--- src/rtl/max_select.sv ---
// Streaming max-value selector: tracks the largest word of a search and the
// address of its first occurrence, reporting both with a level done.
module max_select #(
   parameter int DATA_W = 8,
   parameter int ADDR_W = 8,
   parameter int SIGNED = 0
) (
   input  logic              clk,
   input  logic              reset,
   input  logic              clear,
   input  logic              in_valid,
   input  logic [DATA_W-1:0] in_data,
   input  logic [ADDR_W-1:0] in_addr,
   input  logic              in_last,
   output logic [DATA_W-1:0] max_val,
   output logic [ADDR_W-1:0] max_addr,
   output logic [ADDR_W:0]   count,
   output logic              busy,
   output logic              done,
   output logic              overrun
);

   localparam logic [1:0] IDLE = 2'd0;
   localparam logic [1:0] ACC  = 2'd1;
   localparam logic [1:0] DONE = 2'd2;

   localparam logic [ADDR_W:0] CNT_MAX = {1'b1, {ADDR_W{1'b0}}};
   localparam logic [ADDR_W:0] CNT_ONE = {{ADDR_W{1'b0}}, 1'b1};

   logic [1:0] state;
   logic       first;
   logic       greater;

   always_comb begin
      greater = 1'b0;
      if (SIGNED != 0)
         greater = $signed(in_data) > $signed(max_val);
      else
         greater = in_data > max_val;
   end

   // busy/done are kept as their own flops so they switch on the same edge
   // as the state and the final comparison result.
   always_ff @(posedge clk) begin
      if (reset) begin
         state    <= IDLE;
         first    <= 1'b0;
         max_val  <= '0;
         max_addr <= '0;
         count    <= '0;
         busy     <= 1'b0;
         done     <= 1'b0;
         overrun  <= 1'b0;
      end else if (clear) begin
         state   <= ACC;
         first   <= 1'b1;
         count   <= '0;
         busy    <= 1'b1;
         done    <= 1'b0;
         overrun <= 1'b0;
      end else begin
         case (state)
            ACC: begin
               if (in_valid) begin
                  if (count != CNT_MAX)
                     count <= count + CNT_ONE;
                  if (first || greater) begin
                     max_val  <= in_data;
                     max_addr <= in_addr;
                  end
                  first <= 1'b0;
                  if (in_last) begin
                     state <= DONE;
                     busy  <= 1'b0;
                     done  <= 1'b1;
                  end
               end
            end
            DONE: begin
               if (in_valid)
                  overrun <= 1'b1;
            end
            IDLE: ;
            default: begin
               state <= IDLE;
               busy  <= 1'b0;
               done  <= 1'b0;
            end
         endcase
      end
   end

endmodule

--- config.mk ---
export PLATFORM = sky130hd
export DESIGN_NAME = max_select
export DESIGN_NICKNAME = d
export VERILOG_FILES = /design/src/rtl/max_select.sv
export SDC_FILE = /design/constraint.sdc
export NUM_CORES = 1
export LEC_CHECK = 0
export BUFFER_PORTS_ARGS = -buffer_cell sky130_fd_sc_hd__buf_2
export CAP_MARGIN = 20
export CORE_MARGIN = 2
export CORE_UTILIZATION = 45
export DETAILED_ROUTE_END_ITERATION = 8
export MAX_ROUTING_LAYER = met4
export PLACE_DENSITY = 0.76
export SYNTH_ARGS = -nofsm -noshare
export SYNTH_HDL_FRONTEND = slang
export SYNTH_SLANG_ARGS = --single-unit
--- constraint.sdc ---
create_clock -name clk -period 3.8 [get_ports clk]
set_input_delay 0.38 -clock clk [delete_from_list [all_inputs] [get_ports clk]]
set_output_delay 0.38 -clock clk [all_outputs]
set_load 0.05 [all_outputs]
-- After elaboration in Yosys (flattened, before gate mapping)
Index checks and enable logic that the tools add are counted.
- $add $sub $neg: 1
- order comparisons: 1
- equality and inequality tests: 8
- mux-type cells: 14
- bitwise operators: 2
- reduce and logical (&&, ||, !) cells: 12
- operator list (kind ; count):
    $add 9x1->9 const B ; 1
    $mux 1 ; 9
    $ne 9x9->1 const B ; 1
    $reduce_and 3->1 ; 3
    $gt 8x8->1 ; 1
    $ne 3x3->1 const B ; 2
    $mux 2 ; 2
    $ne 2x2->1 const B ; 2
    $pmux 1 s2 ; 2
    $pmux 2 s2 ; 1
    $reduce_and 2->1 ; 2
    $reduce_and 4->1 ; 1
    $reduce_bool 2->1 ; 2
    $reduce_or 2->1 ; 2
    $eq 2x1->1 const B ; 1
    $eq 2x2->1 const B ; 1
    $logic_not 2->1 ; 1
    $ne 2x1->1 const B ; 1
    $not 1->1 ; 2
    $logic_or 1x1->1 ; 1
- flip-flop bits (word level): 31
- bits of input ports: 21
- output and inout bits: 28
- word-level logic and storage cells: 47

-- Depth between registers and ports, before layout
Gate-level depths: netlist of the first run.
- word-level depth: 4
- depth in mapped cells: 8
- mapped depth without buffers: 7

-- Worst setup path after synthesis of the first run
Ideal clock, no wire load.
- kind: reg-to-reg
- start: register max_val[1]
- end: register max_addr[2]
- library setup time: 0.072 ns
- data arrival time: 2.400 ns
- data required time: 3.728 ns
- slack: 1.328 ns
- cell stages (with the launch flop): 9
- buffers on the path: 1
- period minus slack after synthesis: 2.472 ns
- path through: dfxtp_1 -> inv_1 -> ha_1 -> nor2b_1 -> o211ai_1 -> a21o_1 -> a2111oi_4 -> buf_6 -> mux2i_1
- longest elaborated chain between the ends: 3
- ends and longest elaborated chain (element ; RTL line ; source):
    from (decl) ; 15 ; output logic [DATA_W-1:0] max_val,
    from (signal assigned) ; 68 ; max_val <= in_data;
    $gt 8x8->1 ; 39 ; greater = in_data > max_val;
    $logic_or 1x1->1 ; 67 ; if (first || greater) begin
    $reduce_and 4->1 (no line) ; -- ;
    to (signal assigned) ; 69 ; max_addr <= in_addr;
    to (decl) ; 16 ; output logic [ADDR_W-1:0] max_addr,
Every way passes these cells.
A chain may end at the register's enable or synchronous reset.

-- Final worst setup path of the first run
- start: register max_val[1]
- end: register max_val[1]
- longest elaborated chain between the ends: 3
- ends and longest elaborated chain (element ; RTL line):
    $gt 8x8->1 ; 39
    $logic_or 1x1->1 ; 67
    $reduce_and 4->1 (no line) ; --
Every way passes these cells.

==> flow_metrics.env, run 1 <==
export IMPL_rows=20
export IMPL_startpoint_type="flop"
export IMPL_avgSynthCellArea_um2=9.29
export IMPL_switching_share_pct=27.7
export IMPL_ys_types=27
export IMPL_synth_edf_count=0
export IMPL_track_usage_pct=15.7
export IMPL_place_ws_ns=1.62
export IMPL_syn_area_um2=1490
export IMPL_placeableCoreArea_um2=3100
export IMPL_post_cts_buffers=0
export IMPL_netSwitchingPower_mw=0.159
export IMPL_yosys_area_share_simple_pct=25.8
export IMPL_finalSetupViolCount=0
export IMPL_max_freq_ghz=0.487
export IMPL_antenna_found_initial=0
export IMPL_clk_path_buf_depth=2
export IMPL_layout_commonest_cell="buf_2"
export IMPL_clk_latency_ns=0.32
export IMPL_die_w_um=61.5
export IMPL_clkTransAtPathRegs_ns=0.10
export IMPL_ys_seq_area_share_pct=39.1
export IMPL_finalMaxSlewViolations=0
export IMPL_layout_min_cycle_time_ns=2.05
export IMPL_instances_no_fill=256
export IMPL_io_pins=49
export IMPL_cts_resized=0
export IMPL_fin_setup_tns_ns=0
export IMPL_num_antenna_cells=0
export IMPL_hold_path_class="in2reg"
export IMPL_fin_area_um2=1810
export IMPL_yosys_mux_area_fraction_pct=10.8
export IMPL_cap_violations=0
export IMPL_syn_nets=191
export IMPL_mostFrequentLayoutCells="48 x buf_2, 32 x nand2b_1, 29 x dfxtp_1"
export IMPL_synth_xor_area_share_pct=4.71
export IMPL_cts_htree_levels=2
export IMPL_sequentialPowerShare_pct=55.0
export IMPL_dp_cells=248
export IMPL_p_total_mw=0.573
export IMPL_cp_max_fo=16
export IMPL_cts_hold_buffers=0
export IMPL_worstSetupPathType="reg2reg"
export IMPL_finalHoldViolations=0
export IMPL_gp_congestion=0.760
export IMPL_grt_first_pass_wirelength_um=4330
export IMPL_internal_power_mw=0.414
export IMPL_synth_cells=160
export IMPL_share_comb_of_total_power_pct=14.5
export IMPL_num_vias=1204
export IMPL_wl_per_cell_um=10.8
export IMPL_drtAntennaViolNets=0
export IMPL_synth_top_family_by_area="simple AND/OR/NAND/NOR gates"
export IMPL_relSlewSlack_pct=72.7
export IMPL_drt_iter0_markers=39
export IMPL_grt_pass1_vias=1076
export IMPL_leakagePower_nw=0.794
export IMPL_yosysWarningCount=0
export IMPL_p_clk_share_pct=30.5
export IMPL_fin_crit_sh_pct=54.1
export IMPL_cp_arrival_ns=2.31
export IMPL_layout_drive_gt1_share_pct=27.8
export IMPL_outcome="finished, final reports clean"
export IMPL_clock_skew_ns=0.00981
export IMPL_rsz0062_at_grt="false"
export IMPL_numPortBuffers=48
export IMPL_clockRootBuffer="clkbuf_4"
export IMPL_worst_pin_slew_ns=0.408
export IMPL_grt_max_degree=36
export IMPL_synth_ff_type="dfxtp_1"
export IMPL_synth_compound_area_share_pct=6.65
export IMPL_route_detailed_drc=0
export IMPL_crit_required_ns=4.05
export IMPL_die_y_um=61.5
export IMPL_gr_total_overflow=0
export IMPL_ys_seq_elements=29
export IMPL_cts_sinks=29
export IMPL_powerDensity_nw_per_um2=316
export IMPL_cts_tree="done"
export IMPL_worst_slack_ns=1.75
export IMPL_hpwl_um=2050
export IMPL_hold_ws_ns=0.308
export IMPL_viasPerCell=4.70
export IMPL_ir_drop_mv=0.210
export IMPL_area_growth_pct=22.1
export IMPL_fill_cells=309
export IMPL_final_core_util_pct=58.5
export IMPL_async_flop_share_pct=0
export IMPL_initial_core_util_pct=47.9
export IMPL_synth_adder_area_share_pct=8.42
export IMPL_cp_end_kind="flop"
export IMPL_post_dp_cell_area_um2=1760
export IMPL_drt_wl_total_um=2760
export IMPL_cts_buffers=5
export IMPL_fin_nets=242
export IMPL_die_area_um2=3780
export IMPL_drtPass1Iterations=4
[power groups by stage]
stage	registers, mW	clock network (mW)	logic, mW
after detailed placement	0.322	0	0.0839
after global routing	0.316	0.196	0.0912
after global placement	0.322	0	0.0831
final	0.315	0.175	0.0832
after CTS	0.315	0.183	0.0844
after floorplan	0.341	0	0.0401
[flip-flops by register name, indices dropped and copies added, names as in the netlist]
signal,flops
count,9
max_addr,8
first,1
max_val,8
state,2
overrun,1
[layout make-up]
cell class / instances / area (um2) / area share [%]
clock buffer: 6 / 41.3 / 2.28
clock inverter: 2 / 10.0 / 0.552
inverter: 11 / 41.3 / 2.28
multi-input combinational: 115 / 838 / 46.2
sequential: 29 / 581 / 32.0
tap: 44 / 55.1 / 3.03
timing repair buffer: 49 / 248 / 13.7
[layer usage]
| layer | vias to the layer above | track usage, % | share of wire (%) |
|---|---|---|---|
| li1 | 633 | - | - |
| met1 | 531 | 17.5 | 48 |
| met2 | 38 | 27.2 | 44 |
| met3 | 2 | 4.62 | 6.6 |
| met4 | 0 | 4.56 | 0.62 |
| met5 | - | - | 0 |
[worst paths after layout]
path	from	end	slack, ns	cells past startpoint
max reg2reg	max_val[1]	max_val[1]	1.75	8
min	in_last	state[1]	0.31	3
min reg2reg	max_addr[3]	max_addr[3]	0.47	2
max	max_val[1]	max_val[1]	1.75	8
[critical path, cell delays in order, from the launching register on]
cell and delay [ns]:
dfxtp_1 0.36, inv_1 0.05, ha_1 0.28, nor2b_1 0.13
o211ai_1 0.09, a21o_1 0.19, a2111oi_4 0.33, buf_4 0.33
mux2i_1 0.23
[Yosys cell counts, drive strengths merged, types with 2 or more instances]
master,instances,area [um2]
nand2b,32,200
dfxtp,29,581
mux2i,16,160
nor2,16,60.1
inv,11,41.3
ha,10,125
a21oi,7,35.0
nand2,6,22.5
xor2,6,52.6
clkbuf,4,15.0
and3,3,18.8
a2111oi,2,42.5
nand3,2,10.0
nand4,2,12.5
nor4b,2,17.5
xnor2,2,17.5
[kinds of logic (layout without fill, tap and decap cells)]
group	Yosys count	in the layout
flip-flops	29	29
XOR/XNOR	8	8
buffers and inverters	16	68
adder cells (fa/ha/maj)	10	10
AO/OA/AOI/OAI	12	12
multiplexers	16	16
AND/OR/NAND/NOR	69	69
No activity file was read; power rests on OpenSTA's default activity.
==> inputs of run 2 (changes only) <==
- ABC_AREA: unset -> 1
- PLACE_DENSITY: 0.76 -> 0.75
- clock period: 3.8 -> 1.98 ns (I/O delays scaled with it)
==> run 2 against run 1 <==
Power increased by 130%. Cell count increased by 31%. Largest power group unchanged. Core utilization decreased by 3.6 points. Clock skew decreased by 0.0054 ns. Via count increased by 28%. Routed wire length increased by 16%. Clock-buffer cell count unchanged. Non-clock buffer count increased by 1. Highest routed layer unchanged. Sequential share of layout area decreased by 2.6 points. Synthesized cell count increased by 48%. Global-route usage increased by 1.0 points. Critical path depth increased by 5.
==> flow_metrics.env, run 2 <==
export IMPL_outcome="finished, final reports clean"
export IMPL_post_dp_cell_area_um2=1890
export IMPL_crit_buf_inv=2
export IMPL_clock_skew_ns=0.00440
export IMPL_ir_drop_mv=0.353
export IMPL_fill_cells=390
export IMPL_hold_ws_ns=0.121
export IMPL_cts_hold_buffers=0
export IMPL_finalSetupViolCount=0
export IMPL_powerDensity_nw_per_um2=662
export IMPL_layout_drive_gt1_share_pct=23.7
export IMPL_synth_area_top_cells="dfxtp_1 35%, nand2_1 10%, inv_1 9.7%"
export IMPL_fin_area_um2=1980
export IMPL_grtUsageMet2_pct=25.9
export IMPL_antenna_found_initial=0
export IMPL_gr_total_overflow=0
export IMPL_max_stage_delay_ns=0.36
export IMPL_relSlewSlack_pct=68.8
export IMPL_cts_buffers=5
export IMPL_multi_input_area_um2=826
export IMPL_cp_arrival_ns=1.89
export IMPL_crit_path_cell_trace="inv_1 -> ha_1 -> nand2_1 -> inv_1 -> nand2_1 -> nand2_1 -> nand2_1 -> nand2_1 -> nand2_1 -> nand2_4 -> nand3_1 -> nand2_1 -> nor2_1"
export IMPL_fin_crit_sh_pct=86.7
export IMPL_route_detailed_drc=0
export IMPL_die_area_um2=4190
export IMPL_initial_core_util_pct=46.0
export IMPL_drtPass1Iterations=4
export IMPL_grt_max_degree=34
export IMPL_clk_path_buf_depth=2
export IMPL_wl_per_cell_um=9.60
export IMPL_layout_min_cycle_time_ns=1.72
export IMPL_top_register="count"
export IMPL_cap_violations=0
export IMPL_placeableCoreArea_um2=3610
export IMPL_fin_nets=317
export IMPL_startpoint_type="flop"
export IMPL_yosys_area_top_type="dfxtp_1"
export IMPL_die_y_um=64.7
export IMPL_rsz0062_at_grt="false"
export IMPL_synth_most_common_cell="nand2_1"
export IMPL_leakagePower_nw=1.02
export IMPL_worstSetupPathType="reg2reg"
export IMPL_syn_nets=268
export IMPL_async_flop_share_pct=0
export IMPL_cts_sinks=29
export IMPL_netlist_area_leader_share_pct=35.0
export IMPL_clkTransAtPathRegs_ns=0.06
export IMPL_avgSynthCellArea_um2=7.00
export IMPL_yosysWarningCount=0
export IMPL_clockRootBuffer="clkbuf_8"
export IMPL_gp_congestion=0.840
export IMPL_instances_no_fill=335
export IMPL_viasPerCell=4.59
export IMPL_finalMaxSlewViolations=0
export IMPL_worst_pin_slew_ns=0.468
export IMPL_cts_htree_levels=2
export IMPL_cts_tree="done"
export IMPL_ys_seq_area_share_pct=35.0
export IMPL_synth_edf_count=0
export IMPL_track_usage_pct=16.7
export IMPL_cp_slowest_cell="dfxtp_1"
export IMPL_clk_latency_ns=0.28
export IMPL_area_growth_pct=19.2
export IMPL_rows=22
export IMPL_path_common_cell="nand2_1"
export IMPL_syn_area_um2=1660
export IMPL_drtAntennaViolNets=0
export IMPL_ys_seq_elements=29
export IMPL_hold_path_class="in2reg"
export IMPL_die_w_um=64.7
export IMPL_ys_types=23
export IMPL_cp_max_fo=32
export IMPL_drt_iter0_markers=51
export IMPL_layout_commonest_cell="buf_2"
export IMPL_cp_end_kind="flop"
export IMPL_use_met3_pct=5.21
export IMPL_fin_setup_tns_ns=0
export IMPL_critPathTopFamily="simple AND/OR/NAND/NOR gates"
export IMPL_worst_slack_ns=0.264
export IMPL_hpwl_um=2430
export IMPL_grt_pass1_vias=1266
export IMPL_seqCellArea_um2=581
export IMPL_max_freq_ghz=0.583
export IMPL_drt_wl_total_um=3220
export IMPL_reg_top3="count: 9 flops, max_addr: 8 flops, max_val: 8 flops"
export IMPL_grt_use_met1_pct=20.1
export IMPL_mostFrequentLayoutCells="48 x buf_2, 46 x nand2_1, 43 x inv_1"
export IMPL_final_core_util_pct=54.8
export IMPL_io_pins=49
export IMPL_synth_cells=237
export IMPL_synth_ff_type="dfxtp_1"
export IMPL_finalHoldViolations=0
export IMPL_crit_required_ns=2.16
export IMPL_busiest_layer="met2"
export IMPL_place_ws_ns=0.101
export IMPL_p_total_mw=1.31
export IMPL_largest_register_ffs=9
export IMPL_dp_cells=327
export IMPL_netlist_top_cells_count="46 x nand2_1, 43 x inv_1, 29 x a21oi_1, 29 x dfxtp_1, 25 x nor2_1"
export IMPL_num_vias=1536
export IMPL_num_antenna_cells=0
export IMPL_grt_first_pass_wirelength_um=5330
export IMPL_numPortBuffers=48
==> run 2: kinds of logic (layout without fill, tap and decap cells) <==
group                      Yosys count  count (layout)  synth area share, %
AOI/OAI and AO/OA                   36              36                 11.3
xor gates and xnor gates             5               5                 2.64
adders and majority gates           10              10                 7.54
buffers and inverters               54             104                 15.5
DFF                                 29              29                 35.0
and+or+nand+nor                    103             103                 28.0
==> run 2: timing repair <==
action	4_1_cts	5_1_grt
setup endpoints to repair	0	16
setup buffers	0	0
resized for setup	0	1
endpoints found under the hold margin	0	0
==> run 2: path summary, 6_finish.rpt <==
kind                                  from         end  slack [ns]  cells past startpoint
worst max register to register  max_val[3]  max_val[0]        0.26                     13
worst min-delay path                 reset    state[0]        0.12                      2
worst max-delay path            max_val[3]  max_val[0]        0.26                     13
worst min register to register     overrun     overrun        0.47                      1
==> run 2: where the power goes <==
| part | leakage (nW) | switching [mW] | internal [mW] |
|---|---|---|---|
| clock network | 0.0450 | 0.218 | 0.243 |
| registers | 0.235 | 0.0110 | 0.602 |
| logic | 0.736 | 0.163 | 0.0729 |
| total | 1.02 | 0.392 | 0.917 |
==> run 2: layer usage <==
metal,part of all wire [%],vias up
li1,-,837
met1,48,661
met2,45,31
met3,4.8,7
met4,1.9,0
met5,0,-
==> run 2: area by class of cell <==
cell class | count | area share (%)
Clock inverter | 2 | 0.506
Multi-Input combinational cell | 154 | 41.8
Clock buffer | 6 | 3.67
Timing Repair Buffer | 50 | 12.9
Inverter | 46 | 8.73
Sequential cell | 29 | 29.4
Tap cell | 48 | 3.04
